File: config.mk
export PLATFORM = sky130hd
export DESIGN_NAME = vga_rx
export DESIGN_NICKNAME = d
export VERILOG_FILES = /design/src/rtl/vga_rx.sv
export SDC_FILE = /design/constraint.sdc
export NUM_CORES = 1
export LEC_CHECK = 0
export CAP_MARGIN = 15
export CORE_AREA = 2 2 131 185
export DETAILED_ROUTE_END_ITERATION = 8
export DIE_AREA = 0 0 133 187
export PLACE_DENSITY = 0.52
export SLEW_MARGIN = 10
export SYNTH_ARGS = -nofsm -noshare
export SYNTH_HDL_FRONTEND = slang
export SYNTH_SLANG_ARGS = --single-unit
File: constraint.sdc
create_clock -name CLOCK_50 -period 8.6 [get_ports CLOCK_50]
set_input_delay 2.15 -clock CLOCK_50 [delete_from_list [all_inputs] [get_ports CLOCK_50]]
set_output_delay 2.15 -clock CLOCK_50 [all_outputs]
set_load 0.02 [all_outputs]
File: src/rtl/vga_rx.sv
// Receive-side VGA decoder: samples the GPU's VGA bus on pixel-clock rising edges
// and produces a coordinate-tagged pixel stream plus per-frame checksum and geometry status.
module vga_rx #(
  parameter int H_ACTIVE        = 640,
  parameter int V_ACTIVE        = 480,
  parameter bit SYNC_ACTIVE_LOW = 1'b1
) (
  input  logic        CLOCK_50,
  input  logic        RESET,
  input  logic        VGA_CLK,
  input  logic        VGA_HS,
  input  logic        VGA_VS,
  input  logic        VGA_BLANK_N,
  input  logic [7:0]  VGA_R,
  input  logic [7:0]  VGA_G,
  input  logic [7:0]  VGA_B,
  output logic        pix_valid,
  output logic [10:0] pix_x,
  output logic [10:0] pix_y,
  output logic [23:0] pix_rgb,
  output logic        frame_start,
  output logic        frame_done,
  output logic        frame_ok,
  output logic [31:0] frame_sum,
  output logic        line_err
);

  typedef enum logic {SEEK, FRAME} state_t;

  localparam logic [10:0] H_LIM = 11'(H_ACTIVE);
  localparam logic [10:0] V_LIM = 11'(V_ACTIVE);

  state_t      state_q, state_d;
  logic        clk_q, clk_d;
  logic        vs_prev_q, vs_prev_d;
  logic        hs_prev_q, hs_prev_d;
  logic [10:0] x_q, x_d;
  logic [10:0] y_q, y_d;
  logic [31:0] sum_q, sum_d;
  logic        prev_act_q, prev_act_d;
  logic        line_err_q, line_err_d;
  logic        pix_valid_q, pix_valid_d;
  logic [10:0] pix_x_q, pix_x_d;
  logic [10:0] pix_y_q, pix_y_d;
  logic [23:0] pix_rgb_q, pix_rgb_d;
  logic        frame_start_q, frame_start_d;
  logic        frame_done_q, frame_done_d;
  logic        frame_ok_q, frame_ok_d;
  logic [31:0] frame_sum_q, frame_sum_d;

  logic        stb, vs_act, hs_act, vs_edge, hs_edge;
  logic [10:0] x_cur, x_nxt, y_nxt, lines;
  logic [31:0] sum_nxt;
  logic        prev_nxt, err_nxt, trunc;

  assign stb     = VGA_CLK & ~clk_q;
  assign vs_act  = VGA_VS ^ SYNC_ACTIVE_LOW;
  assign hs_act  = VGA_HS ^ SYNC_ACTIVE_LOW;
  assign vs_edge = stb & vs_act & ~vs_prev_q;
  assign hs_edge = stb & hs_act & ~hs_prev_q;

  always_comb begin
    clk_d         = VGA_CLK;
    state_d       = state_q;
    vs_prev_d     = vs_prev_q;
    hs_prev_d     = hs_prev_q;
    x_d           = x_q;
    y_d           = y_q;
    sum_d         = sum_q;
    prev_act_d    = prev_act_q;
    line_err_d    = line_err_q;
    pix_valid_d   = 1'b0;
    pix_x_d       = pix_x_q;
    pix_y_d       = pix_y_q;
    pix_rgb_d     = pix_rgb_q;
    frame_start_d = 1'b0;
    frame_done_d  = 1'b0;
    frame_ok_d    = frame_ok_q;
    frame_sum_d   = frame_sum_q;
    x_cur         = hs_edge ? 11'd0 : x_q;
    x_nxt         = x_cur;
    y_nxt         = y_q;
    sum_nxt       = sum_q;
    prev_nxt      = prev_act_q;
    err_nxt       = line_err_q;
    trunc         = 1'b0;
    lines         = 11'd0;

    if (stb) begin
      vs_prev_d = vs_act;
      hs_prev_d = hs_act;
    end

    case (state_q)
      SEEK: begin
        if (vs_edge) begin
          state_d       = FRAME;
          frame_start_d = 1'b1;
          x_d           = 11'd0;
          y_d           = 11'd0;
          sum_d         = 32'd0;
          prev_act_d    = 1'b0;
          line_err_d    = 1'b0;
        end
      end
      FRAME: begin
        if (stb) begin
          if (VGA_BLANK_N) begin
            pix_valid_d = 1'b1;
            pix_x_d     = x_cur;
            pix_y_d     = y_q;
            pix_rgb_d   = {VGA_R, VGA_G, VGA_B};
            x_nxt       = x_cur + 11'd1;
            sum_nxt     = sum_q + {8'h00, VGA_R, VGA_G, VGA_B};
            prev_nxt    = 1'b1;
          end else if (prev_act_q) begin
            // Line length is judged on the pixels actually received in this line.
            if (x_q != H_LIM) err_nxt = 1'b1;
            y_nxt    = y_q + 11'd1;
            x_nxt    = 11'd0;
            prev_nxt = 1'b0;
          end

          if (vs_edge) begin
            // A line still active when VS arrives is truncated but still counted.
            trunc         = prev_act_q & VGA_BLANK_N;
            lines         = y_nxt + {10'd0, trunc};
            frame_done_d  = 1'b1;
            frame_ok_d    = (lines == V_LIM) && !(err_nxt || trunc);
            frame_sum_d   = sum_nxt;
            frame_start_d = 1'b1;
            x_d           = 11'd0;
            y_d           = 11'd0;
            sum_d         = 32'd0;
            prev_act_d    = 1'b0;
            line_err_d    = 1'b0;
          end else begin
            x_d        = x_nxt;
            y_d        = y_nxt;
            sum_d      = sum_nxt;
            prev_act_d = prev_nxt;
            line_err_d = err_nxt;
          end
        end
      end
    endcase
  end

  always_ff @(posedge CLOCK_50 or posedge RESET) begin
    if (RESET) begin
      state_q       <= SEEK;
      clk_q         <= 1'b0;
      vs_prev_q     <= 1'b0;
      hs_prev_q     <= 1'b0;
      x_q           <= 11'd0;
      y_q           <= 11'd0;
      sum_q         <= 32'd0;
      prev_act_q    <= 1'b0;
      line_err_q    <= 1'b0;
      pix_valid_q   <= 1'b0;
      pix_x_q       <= 11'd0;
      pix_y_q       <= 11'd0;
      pix_rgb_q     <= 24'd0;
      frame_start_q <= 1'b0;
      frame_done_q  <= 1'b0;
      frame_ok_q    <= 1'b0;
      frame_sum_q   <= 32'd0;
    end else begin
      state_q       <= state_d;
      clk_q         <= clk_d;
      vs_prev_q     <= vs_prev_d;
      hs_prev_q     <= hs_prev_d;
      x_q           <= x_d;
      y_q           <= y_d;
      sum_q         <= sum_d;
      prev_act_q    <= prev_act_d;
      line_err_q    <= line_err_d;
      pix_valid_q   <= pix_valid_d;
      pix_x_q       <= pix_x_d;
      pix_y_q       <= pix_y_d;
      pix_rgb_q     <= pix_rgb_d;
      frame_start_q <= frame_start_d;
      frame_done_q  <= frame_done_d;
      frame_ok_q    <= frame_ok_d;
      frame_sum_q   <= frame_sum_d;
    end
  end

  assign pix_valid   = pix_valid_q;
  assign pix_x       = pix_x_q;
  assign pix_y       = pix_y_q;
  assign pix_rgb     = pix_rgb_q;
  assign frame_start = frame_start_q;
  assign frame_done  = frame_done_q;
  assign frame_ok    = frame_ok_q;
  assign frame_sum   = frame_sum_q;
  assign line_err    = line_err_q;

endmodule

# == After elaboration in Yosys (flattened, before gate mapping) ==
# Index checks and enable logic that the tools add are counted.
# totals
word_cells,82
out_inout_bits,83
reg_bits,142
# classes
bitwise_logic,12
n_reduce_logical,6
n_eq_ne,4
mux,39
addsub,4
# ops
op,count
11-bit two-way mux,12
32-bit two-way mux,4
32-bit case mux with 2 select lines,1
11-bit case mux with 2 select lines,2
32-bit by 24-bit adder with 32-bit output,1
"11-bit by 1-bit adder with 11-bit output, second input constant",2
1-bit two-way mux,17
11-bit by 1-bit adder with 11-bit output,1
"11-bit by 9-bit == test with 1-bit output, second input constant",1
"11-bit by 10-bit != test with 1-bit output, second input constant",1
1-bit bitwise AND,6
1-bit NOT,6
1-bit case mux with 2 select lines,3
3-bit AND reduction,2
"2-bit by 1-bit != test with 1-bit output, second input constant",1
"2-bit != test, second input constant",1
2-bit AND reduction,1
1-bit logical AND,1
1-bit logical NOT,1
1-bit logical OR,1

# == Logic depth before layout (Yosys ltp) ==
# Gate-level depths: netlist (run 1).
# logic_depth
depth_word,10
ltp_mapped,13
ltp_nobuf,11

# == Worst setup path before layout (run 1) ==
# OpenSTA, ideal clock, no wires.
# synth_timing
path_type,input -> register
startpoint,in VGA_BLANK_N
endpoint,reg frame_ok_q (netlist: frame_ok)
stages,11
required_time_ns,8.533
setup_time_ns,0.067
arrival_time_ns,4.306
setup_slack_ns,4.228
path_cell_list,buf_2 > clkbuf_1 > clkbuf_1 > and2_2 > ha_1 > ha_1 > or3_1 > nor4_1 > nand4_1 > nor4_2 > a32o_2
# synth_via
elab_chain_len,6
elab_cells_between_ends,12
classes_between,add/sub (1); eq/ne (1); mux (6); bitwise (1); reduce/logical (3)
# synth_rtl
element,line,text
start: declaration,13,"input logic VGA_BLANK_N,"
11-bit two-way mux or 1-bit two-way mux (tied branches),108,if (VGA_BLANK_N) begin
11-bit two-way mux or 1-bit two-way mux (tied branches),107,if (stb) begin
11-bit two-way mux or 1-bit two-way mux (tied branches),94,case (state_q)
11-bit by 1-bit adder with 11-bit output or 1-bit logical OR (tied branches),"127, 129",
11-bit by 9-bit == test with 1-bit output or 1-bit logical NOT (tied branches),129,frame_ok_d = (lines == V_LIM) && !(err_nxt || trunc);
1-bit logical AND (*),129,
end signal: assignment,184,frame_ok_q <= frame_ok_d;
end: declaration,48,"logic frame_ok_q, frame_ok_d;"
# Every way passes the cells marked *; elsewhere a longest branch is shown, timed or not. The select of a mux whose other input is x is not followed.
# A chain may end at the register's enable or synchronous reset.

# == Worst setup path in the final report (run 1) ==
# layout_timing
startpoint,in VGA_CLK
endpoint,reg frame_sum_q[25] (netlist: frame_sum[25])
# layout_via
elab_chain_len,4
# layout_rtl
element,line,text
start: declaration,10,"input logic VGA_CLK,"
1-bit bitwise AND (*),56,assign stb = VGA_CLK & ~clk_q;
1-bit bitwise AND (2 in series),59,assign vs_edge = stb & vs_act & ~vs_prev_q;
3-bit AND reduction (no line) (*),-,
end signal: assignment,185,frame_sum_q <= frame_sum_d;
end: declaration,49,"logic [31:0] frame_sum_q, frame_sum_d;"
# Every way passes the cells marked *; elsewhere a longest branch is shown, timed or not.

==> impl_results.html, run 1 <==
<table>
<tr><th>Metric</th><th>Value</th></tr>
<tr><th colspan="2">Detailed routing</th></tr>
<tr><td>Met3 wire len</td><td>around 620 µm</td></tr>
<tr><td>Uppermost routed layer</td><td>met4</td></tr>
<tr><td>Drt pass-1 iters</td><td>4</td></tr>
<tr><td>Overall routed net length</td><td>about 23000 µm</td></tr>
<tr><td>Met1 wire length</td><td>approximately 9200 µm</td></tr>
<tr><td>Met2 layer wire length in the routed design</td><td>roughly 12000 µm</td></tr>
<tr><td>DRC violation count after routing</td><td>0</td></tr>
<tr><td>Vias per std cell</td><td>between 5 and 6</td></tr>
<tr><td>Number of violations reported at the end of detailed-routing iteration 0</td><td>about 400</td></tr>
<tr><td>Remaining antenna violation count</td><td>0</td></tr>
<tr><td>Total via count after detailed routing</td><td>6922</td></tr>
<tr><td>Wire length per cell</td><td>~17 µm</td></tr>
<tr><th colspan="2">Floorplan</th></tr>
<tr><td>Core region area</td><td>between 0.02 and 0.025 mm²</td></tr>
<tr><td>Row count</td><td>67</td></tr>
<tr><td>Top-level I/O count</td><td>approximately 110</td></tr>
<tr><td>Die X</td><td>133 µm</td></tr>
<tr><td>Starting Density</td><td>between 30% and 40%</td></tr>
<tr><td>Height of the die</td><td>187 µm</td></tr>
<tr><td>Die footprint</td><td>0.0249 mm²</td></tr>
<tr><th colspan="2">Place</th></tr>
<tr><td>Routability Congestion</td><td>between 0.8 and 0.9</td></tr>
<tr><td>Buffers added on ports</td><td>around 110</td></tr>
<tr><td>Placed wire-length estimate</td><td>15300 µm</td></tr>
<tr><td>Total instance count after detailed placement</td><td>between 1000 and 1500</td></tr>
<tr><th colspan="2">Synthesis</th></tr>
<tr><td>Ys flop type</td><td>sky130_fd_sc_hd__dfrtp_1</td></tr>
<tr><td>Number of synthesized register bits</td><td>around 140</td></tr>
<tr><td>Post-synthesis sequential area ratio</td><td>about 44%</td></tr>
<tr><td>Dominant cell type by area after synthesis</td><td>sky130_fd_sc_hd__dfrtp_1</td></tr>
<tr><td>Number of instances in the synthesized netlist</td><td>937</td></tr>
<tr><td>Synth area leaders</td><td>sky130_fd_sc_hd__dfrtp_1, sky130_fd_sc_hd__nand2_1, sky130_fd_sc_hd__a21oi_1, sky130_fd_sc_hd__ha_1, sky130_fd_sc_hd__nor2_1</td></tr>
<tr><td>Proportion of synthesized flip-flops having asynchronous set or reset</td><td>100%</td></tr>
<tr><td>Number of synthesized flops with an enable pin</td><td>0</td></tr>
<tr><td>Syn Nets</td><td>996</td></tr>
<tr><td>Count of synthesis-stage warnings from yosys</td><td>0</td></tr>
<tr><td>Area share of the largest cell type after synthesis</td><td>44.3%</td></tr>
<tr><td>Average footprint of a synthesized cell</td><td>around 8.6 µm²</td></tr>
<tr><td>Library cells used by synthesis</td><td>69</td></tr>
<tr><td>Mapped cell area</td><td>about 0.0080 mm²</td></tr>
<tr><th colspan="2">Critical path</th></tr>
<tr><td>Biggest cell delay along the critical path</td><td>roughly 0.63 ns</td></tr>
<tr><td>Critical path class</td><td>in -&gt; reg</td></tr>
<tr><td>Required time at the worst-slack endpoint</td><td>about 9 ns</td></tr>
<tr><td>Critical path capture point type</td><td>flop</td></tr>
<tr><td>Setup crit start kind</td><td>input pin</td></tr>
<tr><td>Worst path arrival time</td><td>between 5 and 6 ns</td></tr>
<tr><td>Cell with the largest stage delay on the worst path</td><td>sky130_fd_sc_hd__clkinv_1</td></tr>
<tr><td>Length in cells of the worst reg-to-reg path</td><td>9</td></tr>
<tr><td>Largest fanout on the critical path</td><td>59</td></tr>
<tr><td>CP cell instances</td><td>clkdlybuf4s50_1 &gt; nor2b_1 &gt; and2_1 &gt; nand2_2 &gt; buf_4 &gt; clkinv_1 &gt; nand2_1 &gt; nor2_1 &gt; mux2i_1 &gt; o311ai_1</td></tr>
<tr><th colspan="2">Timing</th></tr>
<tr><td>Final Cycle Share</td><td>57.3%</td></tr>
<tr><td>RSZ-0062 raised after global routing</td><td>false</td></tr>
<tr><td>Final Hold Viols</td><td>0</td></tr>
<tr><td>Max-slew headroom</td><td>between 30% and 40%</td></tr>
<tr><td>Worst Hold Margin</td><td>0.464 ns</td></tr>
<tr><td>Setup violators final</td><td>0</td></tr>
<tr><td>Setup_tns</td><td>0 ns</td></tr>
<tr><td>Worst Max-Slew Pin Slew</td><td>between 0.9 and 1 ns</td></tr>
<tr><td>Worst Clk Skew</td><td>0.0129 ns</td></tr>
<tr><td>Max Transition Viols Final</td><td>0</td></tr>
<tr><td>Minimum clock period after layout</td><td>between 4 and 5 ns</td></tr>
<tr><td>Fmax</td><td>between 200 and 250 MHz</td></tr>
<tr><th colspan="2">Global route</th></tr>
<tr><td>Number of global-route vias before repair</td><td>a little over 7000</td></tr>
<tr><td>Pin count of the biggest net entering global routing</td><td>between 80 and 90</td></tr>
<tr><td>First-pass GRT wire length</td><td>around 38000 µm</td></tr>
<tr><td>GR Overflow Total</td><td>0</td></tr>
<tr><td>Aggregate global-route resource usage</td><td>roughly a fifth</td></tr>
<tr><td>Number of antenna violations at the first check in global routing</td><td>0</td></tr>
<tr><th colspan="2">Pwr</th></tr>
<tr><td>P_sw</td><td>1110 µW</td></tr>
<tr><td>Part of the power in the clock network</td><td>about 28%</td></tr>
<tr><td>Internal power summed over all cells</td><td>roughly 1800 µW</td></tr>
<tr><td>Leak</td><td>0.00442 µW</td></tr>
<tr><td>Maximum VDD drop</td><td>around 0.00016 V</td></tr>
<tr><td>Total Power Consumption</td><td>roughly 3000 µW</td></tr>
<tr><td>Power share of the sequential group</td><td>roughly 33%</td></tr>
<tr><td>Power Dens Cells</td><td>between 200 and 300 mW/mm²</td></tr>
<tr><td>Switching power as a share of total power</td><td>37.9%</td></tr>
<tr><td>Combinational cell fraction of total power</td><td>between 30 and 40%</td></tr>
<tr><th colspan="2">Job</th></tr>
<tr><td>Maxcap violations</td><td>0</td></tr>
<tr><th colspan="2">Final layout</th></tr>
<tr><td>Area grow syn2layout</td><td>24.5%</td></tr>
<tr><td>Reg area</td><td>roughly 0.0036 mm²</td></tr>
<tr><td>Leading cell type in the layout, fill and taps excluded</td><td>sky130_fd_sc_hd__nand2_1</td></tr>
<tr><td>Multi-input gate area in the final layout</td><td>between 0.004 and 0.005 mm²</td></tr>
<tr><td>Ant diodes</td><td>0</td></tr>
<tr><td>Layout cell share with drive strength beyond 1</td><td>approximately 6%</td></tr>
<tr><td>Final Instance Count excl. Fillers</td><td>1342</td></tr>
<tr><td>Filler cell count in the final layout</td><td>between 2000 and 2500</td></tr>
<tr><td>Commonest non-fill, non-tap cells in the layout</td><td>sky130_fd_sc_hd__nand2_1, sky130_fd_sc_hd__dfrtp_1, sky130_fd_sc_hd__clkdlybuf4s50_1</td></tr>
<tr><td>Nets</td><td>roughly 1100</td></tr>
<tr><th colspan="2">CTS</th></tr>
<tr><td>Clk root buf</td><td>sky130_fd_sc_hd__clkbuf_16</td></tr>
<tr><td>CTS tree</td><td>done</td></tr>
<tr><td>Worst-case clock buffer depth</td><td>2</td></tr>
<tr><td>Clock edge transition at the registers on the reported setup and hold paths</td><td>about 0.060 ns</td></tr>
<tr><td>Hold-fix buffers, CTS</td><td>0</td></tr>
<tr><td>H-tree depth reported by CTS</td><td>4</td></tr>
<tr><td>Number of buffers created by CTS</td><td>17</td></tr>
<tr><td>Post-cts sizing count</td><td>0</td></tr>
<tr><td>Total setup buffers inserted after CTS</td><td>0</td></tr>
<tr><td>Clock latency on the worst-skew pair</td><td>~0.44 ns</td></tr>
<tr><td>Clock sinks</td><td>between 100 and 150</td></tr>
<tr><th colspan="2">Status</th></tr>
<tr><td>Outcome</td><td>complete, no violations</td></tr>
<tr><th colspan="2">Worst hold path</th></tr>
<tr><td>HP Class</td><td>reg -&gt; reg</td></tr>
<tr><td>Worst hold stages</td><td>2</td></tr>
</table>
## power groups by stage
stage	Sequential (µW)	Combinational (µW)	Clock, µW
final	964	1150	813
after detailed placement	979	1150	0
after global placement	980	1140	0
after CTS	968	1150	829
after floorplan	1050	654	0
after global routing	988	1270	858
## critical path: cells and delay by family
kind / cells / cell delay (ns)
AO/OA/AOI/OAI: 1 / 0.11
buffers and inverters: 3 / 1.60
multiplexers: 1 / 0.14
AND/OR/NAND/NOR: 5 / 1.19
## sequential cells by signal, summed over array words and instances, names as in the netlist
signal / count
hs_prev_q: 1
frame_ok: 1
pix_valid: 1
frame_sum: 32
sum_q: 32
prev_act_q: 1
frame_start: 1
clk_q: 1
frame_done: 1
line_err: 1
y_q: 11
x_q: 11
pix_rgb: 24
state_q: 1
vs_prev_q: 1
pix_y: 11
pix_x: 11
## cell type report
type | instances | share of cell area (%)
multi-input cells | 733 | 42.2
inverters | 7 | 0.325
clock buffers | 20 | 4.57
flip-flops and latches | 142 | 35.5
repair buffers | 118 | 11.6
clock inverters | 12 | 1.84
well taps | 310 | 3.88
## cell usage after synthesis (all sizes together), types with 2 or more instances
master   number
nand2       227
dfrtp       142
o21ai        76
a21oi        75
nor2         62
nand3        34
clkbuf       32
ha           28
xor2         25
buf          23
mux2i        19
nor3         18
xnor2        18
nand4        16
a21o         11
nor3b        11
and3          8
o211ai        8
a22oi         7
a31oi         7
nand2b        7
or3           7
and2          6
inv           6
nand3b        6
nor2b         6
mux2          5
nor4          4
o2111ai       4
a211oi        3
and4          3
or2           3
a211o         2
a311oi        2
a41oi         2
nand4b        2
nor4b         2
o21a          2
o21bai        2
o22ai         2
o31ai         2
or4b          2
## per-stage QoR
stage	worst slack [ns]	utilization (%)	instance area, µm²
2_1_floorplan	2.64	-	8030
3_3_place_gp	3.24	40.0	9360
3_5_place_dp	3.19	40.0	9360
4_1_cts	3.65	42.7	10000
5_1_grt	3.33	42.7	10000
6_report	3.67	42.7	10000
## routing by layer
metal / up-vias / track usage [%]
li1: 3426 / -
met1: 3338 / 21.5
met2: 120 / 34.8
met3: 38 / 3.50
met4: 0 / 8.02
met5: - / 0
## path summary, 6_finish.rpt
kind,startpoint,end,slack [ns]
max,VGA_CLK,frame_sum[25],3.67
min,pix_x[3],pix_x[3],0.46
max reg2reg,clk_q,frame_sum[25],5.58
min reg2reg,pix_x[3],pix_x[3],0.46
max in group asynchronous,RESET,pix_rgb[18],5.00
min in group asynchronous,RESET,pix_x[2],2.20
## logic make-up after synthesis
family          Yosys count  synth area share (%)
simple gates            427                  24.6
compound gates          210                  15.3
flops                   142                  44.3
buf+inv                  62                  3.21
xor+xnor                 43                  4.88
fa+ha+maj                29                  4.61
mux                      24                  3.16
(Power assumes the default switching activity.)
==> inputs of run 2 (changes only) <==
--- a/config.mk
+++ b/config.mk
@@ -9,7 +9,7 @@
 export CORE_AREA = 2 2 131 185
 export DETAILED_ROUTE_END_ITERATION = 8
 export DIE_AREA = 0 0 133 187
-export PLACE_DENSITY = 0.52
+export PLACE_DENSITY = 0.54
 export SLEW_MARGIN = 10
 export SYNTH_ARGS = -nofsm -noshare
 export SYNTH_HDL_FRONTEND = slang
==> constraint.sdc (replaced) <==
create_clock -name CLOCK_50 -period 4.3 [get_ports CLOCK_50]
set_input_delay 1.075 -clock CLOCK_50 [delete_from_list [all_inputs] [get_ports CLOCK_50]]
set_output_delay 1.075 -clock CLOCK_50 [all_outputs]
set_load 0.02 [all_outputs]
==> run 2 against run 1 <==
  * Die area did not move
  * Sequential power up 97%
  * Design area is 1.1% higher
  * Combinational power is 100% higher
  * Core utilization rose by 0.49 points
  * Critical path depth unchanged
==> impl_results.html, run 2 (synthesis gave the netlist of run 1 again) <==
<table>
<tr><th>Metric</th><th>Value</th></tr>
<tr><th colspan="2">Timing</th></tr>
<tr><td>Setup_tns</td><td>0 ns (unchanged)</td></tr>
<tr><td>Worst Clk Skew</td><td>0.0100 ns (was 0.0129 ns)</td></tr>
<tr><td>Worst Max-Slew Pin Slew</td><td>0.821 ns (was 0.934 ns)</td></tr>
<tr><td>Final Hold Viols</td><td>0 (unchanged)</td></tr>
<tr><td>Fmax</td><td>284 MHz</td></tr>
<tr><td>Final Cycle Share</td><td>just over 80%</td></tr>
<tr><td>RSZ-0062 raised after global routing</td><td>false (unchanged)</td></tr>
<tr><td>Setup violators final</td><td>0 (unchanged)</td></tr>
<tr><td>Max Transition Viols Final</td><td>0 (unchanged)</td></tr>
<tr><td>Worst Hold Margin</td><td>0.463 ns (was 0.464 ns)</td></tr>
<tr><td>Minimum clock period after layout</td><td>between 3 and 4 ns</td></tr>
<tr><td>Max-slew headroom</td><td>45.2% (was 37.6%)</td></tr>
<tr><th colspan="2">CTS</th></tr>
<tr><td>Number of buffers created by CTS</td><td>17 (unchanged)</td></tr>
<tr><td>H-tree depth reported by CTS</td><td>4 (unchanged)</td></tr>
<tr><td>Clk root buf</td><td>sky130_fd_sc_hd__clkbuf_16 (unchanged)</td></tr>
<tr><td>Post-cts sizing count</td><td>0 (unchanged)</td></tr>
<tr><td>Clock edge transition at the registers on the reported setup and hold paths</td><td>0.06 ns (about the same)</td></tr>
<tr><td>Hold-fix buffers, CTS</td><td>0 (unchanged)</td></tr>
<tr><td>Clock sinks</td><td>142 (unchanged)</td></tr>
<tr><td>Total setup buffers inserted after CTS</td><td>0 (unchanged)</td></tr>
<tr><td>CTS tree</td><td>done (unchanged)</td></tr>
<tr><td>Clock latency on the worst-skew pair</td><td>0.43 ns (was 0.44 ns)</td></tr>
<tr><td>Worst-case clock buffer depth</td><td>2 (unchanged)</td></tr>
<tr><th colspan="2">Critical path</th></tr>
<tr><td>Critical path capture point type</td><td>flop (unchanged)</td></tr>
<tr><td>Critical path class</td><td>in -&gt; reg (unchanged)</td></tr>
<tr><td>Largest fanout on the critical path</td><td>4 (was 59)</td></tr>
<tr><td>Required time at the worst-slack endpoint</td><td>4.67 ns (was 8.91 ns)</td></tr>
<tr><td>Critical register-to-register path startpoint</td><td>sum_q[0] (was clk_q)</td></tr>
<tr><td>Cell with the largest stage delay on the worst path</td><td>sky130_fd_sc_hd__clkdlybuf4s50_1 (was sky130_fd_sc_hd__clkinv_1)</td></tr>
<tr><td>Setup crit start kind</td><td>input pin (unchanged)</td></tr>
<tr><td>Worst path arrival time</td><td>3.88 ns (was 5.24 ns)</td></tr>
<tr><td>First element of the critical path</td><td>VGA_B[0] (was VGA_CLK)</td></tr>
<tr><td>CP cell instances</td><td>clkdlybuf4s50_1 &gt; ha_1 &gt; fa_1 &gt; a21o_1 &gt; a221o_2 &gt; a22oi_2 &gt; o21ai_1 &gt; a21oi_1 &gt; mux2_1 &gt; nand2_1 (was clkdlybuf4s50_1 &gt; nor2b_1 &gt; and2_1 &gt; nand2_2 &gt; buf_4 &gt; clkinv_1 &gt; nand2_1 &gt; nor2_1 &gt; mux2i_1 &gt; o311ai_1)</td></tr>
<tr><td>Kind of cell with the highest combined delay on the critical path</td><td>compound AO/OA/AOI/OAI gates (was buffers and inverters)</td></tr>
<tr><td>Biggest cell delay along the critical path</td><td>0.45 ns (was 0.63 ns)</td></tr>
<tr><td>Buffers &amp; Inverters on Critical Path</td><td>1 (was 3)</td></tr>
<tr><th colspan="2">Final layout</th></tr>
<tr><td>Filler cell count in the final layout</td><td>2368 (was 2367)</td></tr>
<tr><td>Ant diodes</td><td>0 (unchanged)</td></tr>
<tr><td>Multi-input gate area in the final layout</td><td>0.00422 mm² (unchanged)</td></tr>
<tr><td>Layout cell share with drive strength beyond 1</td><td>7.26% (was 5.91%)</td></tr>
<tr><td>Leading cell type in the layout, fill and taps excluded</td><td>sky130_fd_sc_hd__nand2_1 (unchanged)</td></tr>
<tr><td>Commonest non-fill, non-tap cells in the layout</td><td>sky130_fd_sc_hd__nand2_1, sky130_fd_sc_hd__dfrtp_1, sky130_fd_sc_hd__clkdlybuf4s50_1 (unchanged)</td></tr>
<tr><td>Nets</td><td>1093 (was 1078)</td></tr>
<tr><td>Area grow syn2layout</td><td>26.0% (was 24.5%)</td></tr>
<tr><td>Reg area</td><td>0.00355 mm² (unchanged)</td></tr>
<tr><td>Final Instance Count excl. Fillers</td><td>1357 (was 1342)</td></tr>
<tr><th colspan="2">Global route</th></tr>
<tr><td>Pin count of the biggest net entering global routing</td><td>67 (was 82)</td></tr>
<tr><td>GR Overflow Total</td><td>0 (unchanged)</td></tr>
<tr><td>Met3 capacity usage during global routing</td><td>3.31% (was 3.50%)</td></tr>
<tr><td>Busiest grt layer</td><td>met2 (unchanged)</td></tr>
<tr><td>Met1 Resource Use GR</td><td>21.6% (was 21.5%)</td></tr>
<tr><td>Number of antenna violations at the first check in global routing</td><td>0 (unchanged)</td></tr>
<tr><td>First-pass GRT wire length</td><td>37100 µm (was 37600 µm)</td></tr>
<tr><td>Aggregate global-route resource usage</td><td>18.8% (was 19.0%)</td></tr>
<tr><td>Grt met2 use</td><td>34.8% (about the same)</td></tr>
<tr><td>Number of global-route vias before repair</td><td>6970 (was 7186)</td></tr>
<tr><th colspan="2">Floorplan</th></tr>
<tr><td>Top-level I/O count</td><td>113 (unchanged)</td></tr>
<tr><td>Height of the die</td><td>187 µm (unchanged)</td></tr>
<tr><td>Starting Density</td><td>34.3% (unchanged)</td></tr>
<tr><td>Die X</td><td>133 µm (unchanged)</td></tr>
<tr><td>Row count</td><td>67 (unchanged)</td></tr>
<tr><td>Core region area</td><td>0.0234 mm² (unchanged)</td></tr>
<tr><td>Die footprint</td><td>0.0249 mm² (unchanged)</td></tr>
<tr><th colspan="2">Place</th></tr>
<tr><td>Total instance count after detailed placement</td><td>1325 (was 1310)</td></tr>
<tr><td>Buffers added on ports</td><td>112 (unchanged)</td></tr>
<tr><td>Routability Congestion</td><td>0.855 (was 0.882)</td></tr>
<tr><td>Placed wire-length estimate</td><td>15900 µm (was 15300 µm)</td></tr>
<tr><th colspan="2">Worst hold path</th></tr>
<tr><td>HP Class</td><td>reg -&gt; reg (unchanged)</td></tr>
<tr><td>Worst Min Path Start</td><td>pix_x[5] (was pix_x[3])</td></tr>
<tr><th colspan="2">Status</th></tr>
<tr><td>Outcome</td><td>complete, no violations (unchanged)</td></tr>
<tr><th colspan="2">Detailed routing</th></tr>
<tr><td>Wire length per cell</td><td>16.6 µm (was 16.8 µm)</td></tr>
<tr><td>Drt pass-1 iters</td><td>4 (unchanged)</td></tr>
<tr><td>Total via count after detailed routing</td><td>6964 (was 6922)</td></tr>
<tr><td>DRC violation count after routing</td><td>0 (unchanged)</td></tr>
<tr><td>Remaining antenna violation count</td><td>0 (unchanged)</td></tr>
<tr><td>Vias per std cell</td><td>5.13 (was 5.16)</td></tr>
<tr><td>Overall routed net length</td><td>22500 µm (about the same)</td></tr>
<tr><td>Number of violations reported at the end of detailed-routing iteration 0</td><td>416 (was 401)</td></tr>
<tr><th colspan="2">Pwr</th></tr>
<tr><td>Leak</td><td>0.00449 µW (was 0.00442 µW)</td></tr>
<tr><td>Maximum VDD drop</td><td>0.000278 V (was 0.000163 V)</td></tr>
<tr><td>Power Dens Cells</td><td>570 mW/mm² (was 292 mW/mm²)</td></tr>
<tr><td>Total Power Consumption</td><td>5760 µW (was 2920 µW)</td></tr>
<tr><th colspan="2">Job</th></tr>
<tr><td>Maxcap violations</td><td>0 (unchanged)</td></tr>
</table>
run 2: cell types whose count changed in the layout (fill, tap and decap cells not counted):
cell,before,now
sky130_fd_sc_hd__buf_4,6,18
sky130_fd_sc_hd__clkinv_4,4,3
sky130_fd_sc_hd__clkbuf_8,2,1
sky130_fd_sc_hd__clkinv_2,2,3
sky130_fd_sc_hd__bufinv_16,4,3
sky130_fd_sc_hd__inv_2,0,1
sky130_fd_sc_hd__buf_12,0,3
sky130_fd_sc_hd__clkinvlp_4,2,3
run 2: path summary, 6_finish.rpt:
path                                      end  slack, ns  depth (start not counted)
worst min-delay path                 pix_x[5]       0.46                          2
worst max register to register  frame_sum[18]       1.52                          9
max in group asynchronous           sum_q[15]       2.43                          3
worst min register to register       pix_x[5]       0.46                          2
worst max-delay path            frame_sum[18]       0.78                         10
min in group asynchronous           pix_x[10]       1.12                          2
run 2: layout make-up:
class / count / area share (%)
clock buffer: 19 / 4.38
clock inverter: 13 / 1.62
inverter: 7 / 0.297
multi-input combinational: 733 / 41.7
sequential: 142 / 35.1
tap: 310 / 3.84
timing repair buffer: 133 / 13.0
run 2: routing by layer:
layer | vias up | part of all wire (%)
met5 | - | 0
met4 | 0 | 1.8
met3 | 21 | 2.4
met2 | 109 | 54
met1 | 3371 | 42
li1 | 3463 | -
run 2: power by group:
| part | switching (µW) | total, µW | internal (µW) |
|---|---|---|---|
| combinational | 1340 | 2320 | 989 |
| clock | 604 | 1530 | 930 |
| sequential | 249 | 1900 | 1650 |
run 2: through the flow:
step,cell area (µm²),utilization [%],worst slack (ns)
floorplan,8030,-,1.00
global placement,9500,40.6,0.362
detailed placement,9500,40.6,0.352
CTS,10100,43.2,0.811
global route,10100,43.2,0.657
finish,10100,43.2,0.784
run 2: worst reg2reg max path, cell delays in order (launching register included):
cell	delay, ns
sky130_fd_sc_hd__dfrtp_1	0.39
sky130_fd_sc_hd__ha_1	0.22
sky130_fd_sc_hd__fa_1	0.42
sky130_fd_sc_hd__a21o_1	0.20
sky130_fd_sc_hd__a221o_2	0.40
sky130_fd_sc_hd__a22oi_2	0.30
sky130_fd_sc_hd__o21ai_1	0.14
sky130_fd_sc_hd__a21oi_1	0.24
sky130_fd_sc_hd__mux2_1	0.35
sky130_fd_sc_hd__nand2_1	0.06
==> inputs of run 3 (changes only) <==
--- a/config.mk
+++ b/config.mk
@@ -9,7 +9,7 @@
 export CORE_AREA = 2 2 131 185
 export DETAILED_ROUTE_END_ITERATION = 8
 export DIE_AREA = 0 0 133 187
-export PLACE_DENSITY = 0.54
+export PLACE_DENSITY = 0.52
 export SLEW_MARGIN = 10
 export SYNTH_ARGS = -nofsm -noshare
 export SYNTH_HDL_FRONTEND = slang
==> constraint.sdc (replaced) <==
create_clock -name CLOCK_50 -period 3.45 [get_ports CLOCK_50]
set_input_delay 0.8625 -clock CLOCK_50 [delete_from_list [all_inputs] [get_ports CLOCK_50]]
set_output_delay 0.8625 -clock CLOCK_50 [all_outputs]
set_load 0.02 [all_outputs]
==> run 3 against run 2 <==
  * First-iteration DRC count shrank 22%
  * Clock skew grew 0.0027 ns
  * Via count grew 0.80%
  * Design area grew 2.3%
  * Critical path depth is the same
  * Sequential power grew 24%
  * Clock power grew 29%
  * Core utilization grew 1.0 points
  * Clock-buffer cell count shrank 1
  * Critical path type unchanged
  * Highest routed layer unchanged
==> impl_results.html, run 3 (synthesis gave the netlist of run 1 again) <==
<table>
<tr><th>Metric</th><th>Value</th></tr>
<tr><th colspan="2">CTS</th></tr>
<tr><td>Post-cts sizing count</td><td>0 (unchanged)</td></tr>
<tr><td>CTS tree</td><td>done (unchanged)</td></tr>
<tr><td>Clock latency on the worst-skew pair</td><td>0.43 ns (about the same)</td></tr>
<tr><td>Hold-fix buffers, CTS</td><td>0 (unchanged)</td></tr>
<tr><td>H-tree depth reported by CTS</td><td>4 (unchanged)</td></tr>
<tr><td>Number of buffers created by CTS</td><td>17 (unchanged)</td></tr>
<tr><td>Clk root buf</td><td>sky130_fd_sc_hd__clkbuf_16 (unchanged)</td></tr>
<tr><td>Total setup buffers inserted after CTS</td><td>0 (unchanged)</td></tr>
<tr><td>Clock sinks</td><td>142 (unchanged)</td></tr>
<tr><td>Worst-case clock buffer depth</td><td>2 (unchanged)</td></tr>
<tr><td>Clock edge transition at the registers on the reported setup and hold paths</td><td>0.06 ns (about the same)</td></tr>
<tr><th colspan="2">Global route</th></tr>
<tr><td>GR Overflow Total</td><td>0 (unchanged)</td></tr>
<tr><td>Number of global-route vias before repair</td><td>7248 (was 6970)</td></tr>
<tr><td>Aggregate global-route resource usage</td><td>19.1% (was 18.8%)</td></tr>
<tr><td>Number of antenna violations at the first check in global routing</td><td>0 (unchanged)</td></tr>
<tr><td>Pin count of the biggest net entering global routing</td><td>67 (unchanged)</td></tr>
<tr><td>First-pass GRT wire length</td><td>37900 µm (was 37100 µm)</td></tr>
<tr><th colspan="2">Timing</th></tr>
<tr><td>Setup violators final</td><td>0 (unchanged)</td></tr>
<tr><td>Minimum clock period after layout</td><td>around 3.3 ns</td></tr>
<tr><td>RSZ-0062 raised after global routing</td><td>false (unchanged)</td></tr>
<tr><td>Final Cycle Share</td><td>between 90 and 100%</td></tr>
<tr><td>Worst Max-Slew Pin Slew</td><td>0.627 ns (was 0.821 ns)</td></tr>
<tr><td>Worst Hold Margin</td><td>0.465 ns (was 0.463 ns)</td></tr>
<tr><td>Max Transition Viols Final</td><td>0 (unchanged)</td></tr>
<tr><td>Max-slew headroom</td><td>58.2% (was 45.2%)</td></tr>
<tr><td>Worst Clk Skew</td><td>0.0127 ns (was 0.0100 ns)</td></tr>
<tr><td>Fmax</td><td>around 300 MHz</td></tr>
<tr><td>Final Hold Viols</td><td>0 (unchanged)</td></tr>
<tr><th colspan="2">Critical path</th></tr>
<tr><td>Critical path class</td><td>in -&gt; reg (unchanged)</td></tr>
<tr><td>Required time at the worst-slack endpoint</td><td>3.82 ns (was 4.67 ns)</td></tr>
<tr><td>Worst path arrival time</td><td>3.66 ns (was 3.88 ns)</td></tr>
<tr><td>Setup crit start kind</td><td>input pin (unchanged)</td></tr>
<tr><td>Largest fanout on the critical path</td><td>4 (unchanged)</td></tr>
<tr><td>Critical path capture point type</td><td>flop (unchanged)</td></tr>
<tr><th colspan="2">Floorplan</th></tr>
<tr><td>Die X</td><td>133 µm (unchanged)</td></tr>
<tr><td>Starting Density</td><td>34.3% (unchanged)</td></tr>
<tr><td>Top-level I/O count</td><td>113 (unchanged)</td></tr>
<tr><td>Row count</td><td>67 (unchanged)</td></tr>
<tr><td>Core region area</td><td>0.0234 mm² (unchanged)</td></tr>
<tr><td>Height of the die</td><td>187 µm (unchanged)</td></tr>
<tr><td>Die footprint</td><td>0.0249 mm² (unchanged)</td></tr>
<tr><th colspan="2">Final layout</th></tr>
<tr><td>Area grow syn2layout</td><td>28.9% (was 26.0%)</td></tr>
<tr><td>Multi-input gate area in the final layout</td><td>0.00422 mm² (unchanged)</td></tr>
<tr><td>Filler cell count in the final layout</td><td>2350 (was 2368)</td></tr>
<tr><td>Nets</td><td>1116 (was 1093)</td></tr>
<tr><td>Commonest non-fill, non-tap cells in the layout</td><td>sky130_fd_sc_hd__nand2_1, sky130_fd_sc_hd__dfrtp_1, sky130_fd_sc_hd__clkdlybuf4s50_1 (unchanged)</td></tr>
<tr><td>Reg area</td><td>0.00355 mm² (unchanged)</td></tr>
<tr><td>Ant diodes</td><td>0 (unchanged)</td></tr>
<tr><td>Leading cell type in the layout, fill and taps excluded</td><td>sky130_fd_sc_hd__nand2_1 (unchanged)</td></tr>
<tr><td>Share of the core filled with cells</td><td>44.2% (was 43.2%)</td></tr>
<tr><td>Layout cell share with drive strength beyond 1</td><td>9.35% (was 7.26%)</td></tr>
<tr><th colspan="2">Detailed routing</th></tr>
<tr><td>Overall routed net length</td><td>22600 µm (was 22500 µm)</td></tr>
<tr><td>Drt pass-1 iters</td><td>4 (unchanged)</td></tr>
<tr><td>DRC violation count after routing</td><td>0 (unchanged)</td></tr>
<tr><td>Vias per std cell</td><td>5.09 (was 5.13)</td></tr>
<tr><td>Wire length per cell</td><td>16.3 µm (was 16.6 µm)</td></tr>
<tr><td>Total via count after detailed routing</td><td>7020 (was 6964)</td></tr>
<tr><td>Number of violations reported at the end of detailed-routing iteration 0</td><td>325 (was 416)</td></tr>
<tr><td>Remaining antenna violation count</td><td>0 (unchanged)</td></tr>
<tr><th colspan="2">Place</th></tr>
<tr><td>Placed wire-length estimate</td><td>16000 µm (was 15900 µm)</td></tr>
<tr><td>Routability Congestion</td><td>0.831 (was 0.855)</td></tr>
<tr><td>Buffers added on ports</td><td>112 (unchanged)</td></tr>
<tr><th colspan="2">Status</th></tr>
<tr><td>Outcome</td><td>complete, no violations (unchanged)</td></tr>
<tr><th colspan="2">Job</th></tr>
<tr><td>Maxcap violations</td><td>0 (unchanged)</td></tr>
<tr><th colspan="2">Worst hold path</th></tr>
<tr><td>HP Class</td><td>reg -&gt; reg (unchanged)</td></tr>
<tr><th colspan="2">Pwr</th></tr>
<tr><td>Power Dens Cells</td><td>715 mW/mm² (was 570 mW/mm²)</td></tr>
<tr><td>Maximum VDD drop</td><td>0.000389 V (was 0.000278 V)</td></tr>
<tr><td>Leak</td><td>0.00462 µW (was 0.00449 µW)</td></tr>
</table>
==> run 3: cell count changes in the layout (fill, tap and decap cells not counted) <==
cell | before | now
sky130_fd_sc_hd__clkinvlp_4 | 3 | 5
sky130_fd_sc_hd__buf_4 | 18 | 38
sky130_fd_sc_hd__inv_6 | 2 | 1
sky130_fd_sc_hd__clkbuf_1 | 1 | 0
sky130_fd_sc_hd__bufinv_16 | 3 | 4
sky130_fd_sc_hd__buf_12 | 3 | 6
sky130_fd_sc_hd__clkinv_4 | 3 | 2
==> run 3: layer usage <==
| layer | up-vias | part of all wire, % | GRT usage (%) |
|---|---|---|---|
| li1 | 3510 | - | - |
| met1 | 3396 | 41 | 21.7 |
| met2 | 98 | 55 | 35.8 |
| met3 | 16 | 2.9 | 2.98 |
| met4 | 0 | 1.2 | 6.41 |
| met5 | - | 0 | 0 |
==> run 3: cell type report <==
type	count	share of cell area, %
Clock buffer	18	4.25
Tap cell	310	3.75
Timing Repair Buffer	156	14.7
Clock inverter	14	1.85
Multi-Input combinational cell	733	40.8
Sequential cell	142	34.4
Inverter	7	0.290
==> run 3: power breakdown <==
| part | internal (µW) | switching (µW) |
|---|---|---|
| clock | 1230 | 755 |
| sequential | 2060 | 304 |
| combinational | 1350 | 1690 |
==> run 3: worst max-delay path, cell delays in order <==
cell	delay, ns
sky130_fd_sc_hd__clkdlybuf4s50_1	0.44
sky130_fd_sc_hd__ha_1	0.25
sky130_fd_sc_hd__fa_1	0.41
sky130_fd_sc_hd__a21o_1	0.20
sky130_fd_sc_hd__a221o_2	0.41
sky130_fd_sc_hd__a22oi_2	0.29
sky130_fd_sc_hd__o21ai_1	0.13
sky130_fd_sc_hd__a21oi_1	0.25
sky130_fd_sc_hd__mux2_1	0.35
sky130_fd_sc_hd__nand2_1	0.06
==> run 3: worst paths after layout <==
path / slack (ns) / startpoint / cells past startpoint / to
max: 0.16 / VGA_B[0] / 10 / frame_sum[18]
min: 0.46 / pix_x[10] / 2 / pix_x[10]
max reg2reg: 0.67 / sum_q[0] / 9 / frame_sum[18]
min reg2reg: 0.46 / pix_x[10] / 2 / pix_x[10]
max in group asynchronous: 1.99 / RESET / 3 / pix_rgb[20]
min in group asynchronous: 0.84 / RESET / 2 / pix_x[3]
==> run 3: metrics by stage <==
stage | power, µW | setup WS (ns) | std cells | area (µm²) | TNS (ns)
5_1_grt | 7910 | 0.0292 | 1380 | 10300 | 0
3_5_place_dp | 5460 | -0.259 | 1348 | 9710 | -2.24
6_report | 7390 | 0.159 | 1380 | 10300 | 0
3_3_place_gp | 5440 | -0.229 | 1348 | 9710 | -1.84
4_1_cts | 7490 | 0.183 | 1380 | 10300 | 0
2_1_floorplan | 4240 | 0.365 | 937 | 8030 | 0
